`config.mk`:
```
export PLATFORM = sky130hd
export DESIGN_NAME = iot_byte_feeder_flat
export DESIGN_NICKNAME = d
export VERILOG_FILES = /design/src/rtl/iot_byte_feeder_if.sv /design/src/rtl/iot_byte_feeder.sv /design/src/flat_wrapper.sv
export SDC_FILE = /design/constraint.sdc
export NUM_CORES = 1
export LEC_CHECK = 0
export ABC_AREA = 1
export CAP_MARGIN = 5
export CORE_AREA = 2 2 223 225
export DETAILED_ROUTE_END_ITERATION = 10
export DIE_AREA = 0 0 225 227
export PLACE_DENSITY = 0.69
export REMOVE_ABC_BUFFERS = 1
export SLEW_MARGIN = 20
export SYNTH_ARGS = -nofsm -noshare
export SYNTH_HDL_FRONTEND = slang
export SYNTH_SLANG_ARGS = --single-unit
```
`constraint.sdc`:
```
create_clock -name clk -period 9.8 [get_ports clk]
set_input_delay 0.98 -clock clk [delete_from_list [all_inputs] [get_ports clk]]
set_output_delay 0.98 -clock clk [all_outputs]
set_load 0.03 [all_outputs]
```
`src/rtl/iot_byte_feeder_if.sv`:
```
// ---------------------------------------------------------------------------
// iot_byte_feeder_if
//   Upstream word handshake into the IoT byte feeder.
//   Handshake: a word moves on a rising edge where s_valid and s_ready are
//   both high; s_valid/s_data must stay stable while s_valid is high and
//   s_ready is low; s_ready does not depend on s_valid.
//   Signals:
//     s_valid : producer has a valid word on s_data
//     s_data  : 128-bit sensor word
//     s_ready : feeder can accept a word this cycle
//   Modports: master = word producer, slave = feeder.
// ---------------------------------------------------------------------------
interface iot_byte_feeder_if;
    logic         s_valid;
    logic [127:0] s_data;
    logic         s_ready;

    modport master (output s_valid, output s_data, input s_ready);
    modport slave  (input s_valid, input s_data, output s_ready);
endinterface

```
`src/rtl/iot_byte_feeder.sv`:
```
// ---------------------------------------------------------------------------
// iot_byte_feeder
//   Buffers 128-bit sensor words in a small FIFO and serialises each word,
//   MSB byte first, onto the filter's iot_in/in_en byte interface. Stalls on
//   busy, counts words in rounds of 8 and pulses round_done with the last
//   byte of every 8th word.
//   Ports:
//     clk        : rising-edge clock
//     rst        : asynchronous active-low reset
//     up         : upstream word handshake (slave side)
//     busy       : filter stall; no byte issued on an edge it is high
//     in_en      : iot_in carries a valid byte (registered)
//     iot_in     : byte to the filter (registered)
//     round_done : pulse with the last byte of every 8th word (registered)
//     fifo_cnt   : words held, including the word being sent
//     dbg_state  : current FSM state (0 IDLE, 1 SEND, 2 HOLD)
// ---------------------------------------------------------------------------
module iot_byte_feeder #(
    parameter int DEPTH = 4,
    parameter int CW    = 3
) (
    input  logic               clk,
    input  logic               rst,
    iot_byte_feeder_if.slave   up,
    input  logic               busy,
    output logic               in_en,
    output logic [7:0]         iot_in,
    output logic               round_done,
    output logic [CW-1:0]      fifo_cnt,
    output logic [1:0]         dbg_state
);

    localparam int AW = CW - 1;

    typedef enum logic [1:0] {
        IDLE = 2'd0,
        SEND = 2'd1,
        HOLD = 2'd2
    } state_t;

    state_t          state;
    logic [127:0]    mem [DEPTH];
    logic [AW-1:0]   wptr;
    logic [AW-1:0]   rptr;
    logic [CW-1:0]   cnt;
    logic [CW-1:0]   cnt_next;
    logic [3:0]      bidx;
    logic [2:0]      word_cnt;
    logic [0:15][7:0] head;   // element 0 is the MSB byte of the head word
    logic            push;
    logic            issue;
    logic            pop;

    // Ready comes from the registered count only, so a same-cycle pop never
    // opens the door for a push into a full buffer.
    assign up.s_ready = (cnt < CW'(DEPTH));
    assign push       = up.s_valid && up.s_ready;
    assign head       = mem[rptr];
    assign issue      = (state != IDLE) && !busy && (cnt != '0);
    assign pop        = issue && (bidx == 4'd15);
    assign fifo_cnt   = cnt;
    assign dbg_state  = state;

    always_comb begin
        cnt_next = cnt;
        if (push && !pop) begin
            cnt_next = cnt + 1'b1;
        end else if (pop && !push) begin
            cnt_next = cnt - 1'b1;
        end
    end

    // Storage is not reset: contents are meaningless once the pointers clear.
    always_ff @(posedge clk) begin
        if (push) begin
            mem[wptr] <= up.s_data;
        end
    end

    always_ff @(posedge clk or negedge rst) begin
        if (!rst) begin
            state      <= IDLE;
            wptr       <= '0;
            rptr       <= '0;
            cnt        <= '0;
            bidx       <= '0;
            word_cnt   <= '0;
            in_en      <= 1'b0;
            iot_in     <= 8'h00;
            round_done <= 1'b0;
        end else begin
            cnt        <= cnt_next;
            in_en      <= 1'b0;
            round_done <= 1'b0;
            if (push) begin
                wptr <= wptr + 1'b1;
            end
            if (pop) begin
                rptr <= rptr + 1'b1;
            end

            case (state)
                IDLE: begin
                    // Moving on the push edge lets byte 0 go out one edge later.
                    if (push) begin
                        state <= SEND;
                    end
                end
                SEND, HOLD: begin
                    if (busy) begin
                        // iot_in keeps its last value; bidx is untouched.
                        state <= HOLD;
                    end else if (issue) begin
                        in_en  <= 1'b1;
                        iot_in <= head[bidx];
                        bidx   <= bidx + 1'b1;
                        if (bidx == 4'd15) begin
                            word_cnt   <= word_cnt + 1'b1;
                            round_done <= (word_cnt == 3'd7);
                            // A push on this same edge keeps the stream gapless.
                            state      <= (cnt_next == '0) ? IDLE : SEND;
                        end else begin
                            state <= SEND;
                        end
                    end else begin
                        state <= IDLE;
                    end
                end
                default: state <= IDLE;
            endcase
        end
    end

endmodule

```
`src/flat_wrapper.sv`:
```
// flat-port wrapper written by rule: the top's interface ports become plain ports
module iot_byte_feeder_flat 
#(
    parameter int DEPTH = 4,
    parameter int CW    = 3
)
  (clk, rst, busy, in_en, iot_in, round_done, fifo_cnt, dbg_state, up_s_valid, up_s_data, up_s_ready);
  iot_byte_feeder_if up_i ();
  input  logic clk;
  input  logic rst;
  input  logic busy;
  output logic in_en;
  output logic [7:0] iot_in;
  output logic round_done;
  output logic [CW-1:0] fifo_cnt;
  output logic [1:0] dbg_state;
  input wire logic [$bits(up_i.s_valid)-1:0] up_s_valid;
  input wire logic [$bits(up_i.s_data)-1:0] up_s_data;
  output wire logic [$bits(up_i.s_ready)-1:0] up_s_ready;
  assign up_i.s_valid = up_s_valid;
  assign up_i.s_data = up_s_data;
  assign up_s_ready = up_i.s_ready;
  iot_byte_feeder #(.DEPTH(DEPTH), .CW(CW)) u_core (.clk(clk), .rst(rst), .up(up_i), .busy(busy), .in_en(in_en), .iot_in(iot_in), .round_done(round_done), .fifo_cnt(fifo_cnt), .dbg_state(dbg_state));
endmodule
```
==> metrics list <==
- The flow ran to the end, and the final reports show no timing, DRC or antenna violations.
* Area leader, netlist: sky130_fd_sc_hd__edfxtp_1
- STA classifies the critical path startpoint as a primary input.
* Post-synthesis sequential area ratio: 74.0%
- Pwr per Cell Area: 275 nW/µm²
- Post-cts sizing count: 0
* Initial core utilization: 44.6%
- The final hold violation count was 0.
* Area overhead of the layout relative to synthesis: 16.6%
- Clock tree synthesis selected as its root buffer the cell sky130_fd_sc_hd__clkbuf_16.
- Std-Cell Rows: 81
* CP arrival: 4200 ps
- Total iterations of the first detailed-routing run: 5
- Maximum level of the CTS H-tree: 2
- For the final database, setup skew stands at 20.3 ps.
- Cells fill 52.0% of the core in the end.
- Buffers inserted by post-CTS timing repair: 0
- Most instantiated flip-flop cell in the synthesis netlist: sky130_fd_sc_hd__edfxtp_1
- Core area: 48500 µm²
- Sum of net half-perimeters after detailed placement: 27900 µm
- Total Wirelength: 50600 µm
- Avg Vias per Cell: 5.37
- Initial antenna violation count: 3
- Across every metal layer, demand over resource in global routing totals 19.6%.
- Maximum root-to-sink buffer count: 3
* Final number of max-transition violations: 0
- Finish-stage setup viols: 0
- The tool flagged a number of max-cap violations equal to 0.
- After global routing the overflow that remains totals 0.
* Biggest area contributors in the synthesized netlist: sky130_fd_sc_hd__edfxtp_1 71%, sky130_fd_sc_hd__nand2_1 6.1%, sky130_fd_sc_hd__nor2_1 5.8%, sky130_fd_sc_hd__nand3_1 4.8%, sky130_fd_sc_hd__o21ai_0 4.1%
- The tree built by TritonCTS fans out to 538 sinks.
- The synthesized netlist contains 24 unique library cells.
- In this design, the critical path's most frequently occurring cell is sky130_fd_sc_hd__buf_4.
- CTS tree: built
* Reg clk slew, reported paths: 60 ps
* Cell Area, Synth: 21700 µm²
- Lkg Pwr: 8.86 nW
* Setup total negative slack: 0 ps
* Leading cell types by count after synthesis: 512 x sky130_fd_sc_hd__edfxtp_1, 353 x sky130_fd_sc_hd__nand2_1, 334 x sky130_fd_sc_hd__nor2_1
- Number of buffers inserted for hold repair after clock tree synthesis: 0
- Placed cells: 2496
- Horizontal die dimension: 225 µm
- Area of the die: 51100 µm²
- Syn_area_per_cell: 11.9 µm²
- After the last flow step, the layout net total stands at 2071.
- Cell-by-cell trace of the critical path: clkdlybuf4s50_1, nand2_1, nor2_4, buf_4, buf_4
- Largest stage delay, worst path: 890 ps
- The final route contains 13.9k vias.
- The via count of the first global-routing pass came to 13.4k.
* Required time worst endpoint: 9980 ps
- Routed WL per cell: 19.5 µm
- Counting I/O delays and the setup requirement, the final critical path takes 4020 ps.
- Critical path peak fanout: 58
- 148 I/O pins were placed.
- Post-route DRC: 0
- Flip-flop and latch count after synthesis: 538
- RSZ-0062 raised after global routing: no
* Remaining max-slew budget at the tightest pin: 22.8%
- Static timing analysis puts the maximum clock frequency at 0.249 GHz.
- Clock latency on the worst-skew pair: 570 ps
- For the pin with the worst max-slew slack, the measured transition is 1160 ps.
- The tightest min-delay check is of the reg -> reg type.
- Async set-or-reset flop fraction in the synthesized netlist: 4.83%
- The first global-routing pass estimated 76400 µm of wire.
- The synthesized design contains 512 enable-type register cells.
- Critical Path Sink Type: register
- In the post-synthesis netlist, the cell with the most instances is sky130_fd_sc_hd__edfxtp_1.
- Y dimension of the die: 227 µm
* Non-filler instance count after layout: 2590
- Entering global routing, the biggest net connects 150 pins.
- Pre-CTS WS: 5160 ps
- Proportion of layout cells with a drive suffix above 1: 5.54%
- The Yosys step of the flow raised 0 warnings.
- Peak VDD IR: 0.000144 V
- Count of buffers inserted at the top-level ports: 147
- Once routing completed, OpenROAD measured the worst setup slack at 5780 ps.
- Synthesized instance count: 1813
* Number of buffers added by the clock tree synthesis step: 51
* Period utilisation layout: 41.0%
- For this block, the initial DRC count from the detailed router was 1382.
- Yosys top cell area share: 71.0%
- The worst setup path is of the in -> reg kind.
- On the critical path, the stage with the largest delay is an instance of sky130_fd_sc_hd__nor2_4.
- Remaining number of nets flagged by the antenna check after routing: 0
- Routability-driven placement finished with a final weighted congestion of 0.750.
worst max-delay path: cells and delay by family:
| family | cells | cell delay, ps |
|---|---|---|
| AND/OR/NAND/NOR | 2 | 1220 |
| buffers and inverters | 3 | 1910 |
logic make-up after synthesis:
kind of cell / Yosys count / share of synthesized area, %
XOR/XNOR: 7 / 0.283
flip-flops: 538 / 74.0
AO/OA/AOI/OAI: 229 / 5.42
buffers and inverters: 130 / 2.74
AND/OR/NAND/NOR: 895 / 16.7
adder cells (fa/ha/maj): 12 / 0.693
multiplexers: 2 / 0.104
registers in the layout (all words and copies together) (netlist names), 2 cells and up:
| signal | cells |
|---|---|
| u_core.mem | 512 |
| u_core.iot_in | 8 |
| u_core.bidx | 4 |
| u_core.fifo_cnt | 3 |
| u_core.word_cnt | 3 |
| u_core.dbg_state | 2 |
| u_core.rptr | 2 |
| u_core.wptr | 2 |
metal layers:
layer / routed length [µm] / up-vias / part of all wire (%) / track usage (%)
met4: 1460 / 2 / 2.9 / 6.07
li1: - / 6577 / - / -
met3: 3580 / 97 / 7.1 / 3.56
met5: 8 / - / 0.016 / 0
met2: 23600 / 495 / 47 / 31.6
met1: 22000 / 6747 / 43 / 27.2
final cells by class:
cell class / instances / area [µm²]
clock buffer: 60 / 1340
multi-input combinational: 1145 / 5060
inverter: 24 / 97.6
antenna: 2 / 5.00
sequential: 538 / 16000
fill: 3966 / 23300
tap: 622 / 778
clock inverter: 32 / 310
timing repair buffer: 167 / 1620
report_power, final:
| group | internal, W | total [W] | switching (W) |
|---|---|---|---|
| combinational | 0.000649 | 0.00211 | 0.00146 |
| clock | 0.00113 | 0.00194 | 0.000813 |
| sequential | 0.00271 | 0.00289 | 0.000182 |
| total | 0.00449 | 0.00694 | 0.00245 |
stage by stage:
stage | instance area [µm²] | hold slack, ps | total power (W)
after floorplan | 21100 | 448 | 0.00433
after global placement | 23600 | 462 | 0.00500
after detailed placement | 23600 | 490 | 0.00505
after CTS | 25200 | 503 | 0.00699
after global routing | 25200 | 527 | 0.00733
final | 25300 | 491 | 0.00694
placed cells by master, fill, tap and decap left out, types with 19 or more instances in the layout:
cell	count
sky130_fd_sc_hd__dfrtp_1	23
sky130_fd_sc_hd__inv_1	19
sky130_fd_sc_hd__buf_4	20
sky130_fd_sc_hd__o21ai_0	177
sky130_fd_sc_hd__clkdlybuf4s50_1	147
sky130_fd_sc_hd__nand3_1	206
sky130_fd_sc_hd__nand2_1	353
sky130_fd_sc_hd__clkbuf_16	51
sky130_fd_sc_hd__edfxtp_1	512
sky130_fd_sc_hd__a21oi_1	32
sky130_fd_sc_hd__nor2_1	329
worst paths after layout:
check	startpoint	to	slack, ps	cells after the start
max in group asynchronous	rst	u_core.bidx[0]	8710	2
min in group asynchronous	rst	u_core.dbg_state[1]	790	2
setup / recovery	up_s_valid	u_core.mem[2][87]	5780	5
hold reg to reg	u_core.word_cnt[0]	u_core.word_cnt[0]	490	1
setup reg to reg	u_core.rptr[0]	u_core.iot_in[2]	6040	12
hold / removal	u_core.word_cnt[0]	u_core.word_cnt[0]	490	1
No activity file was read; power rests on OpenSTA's default activity.
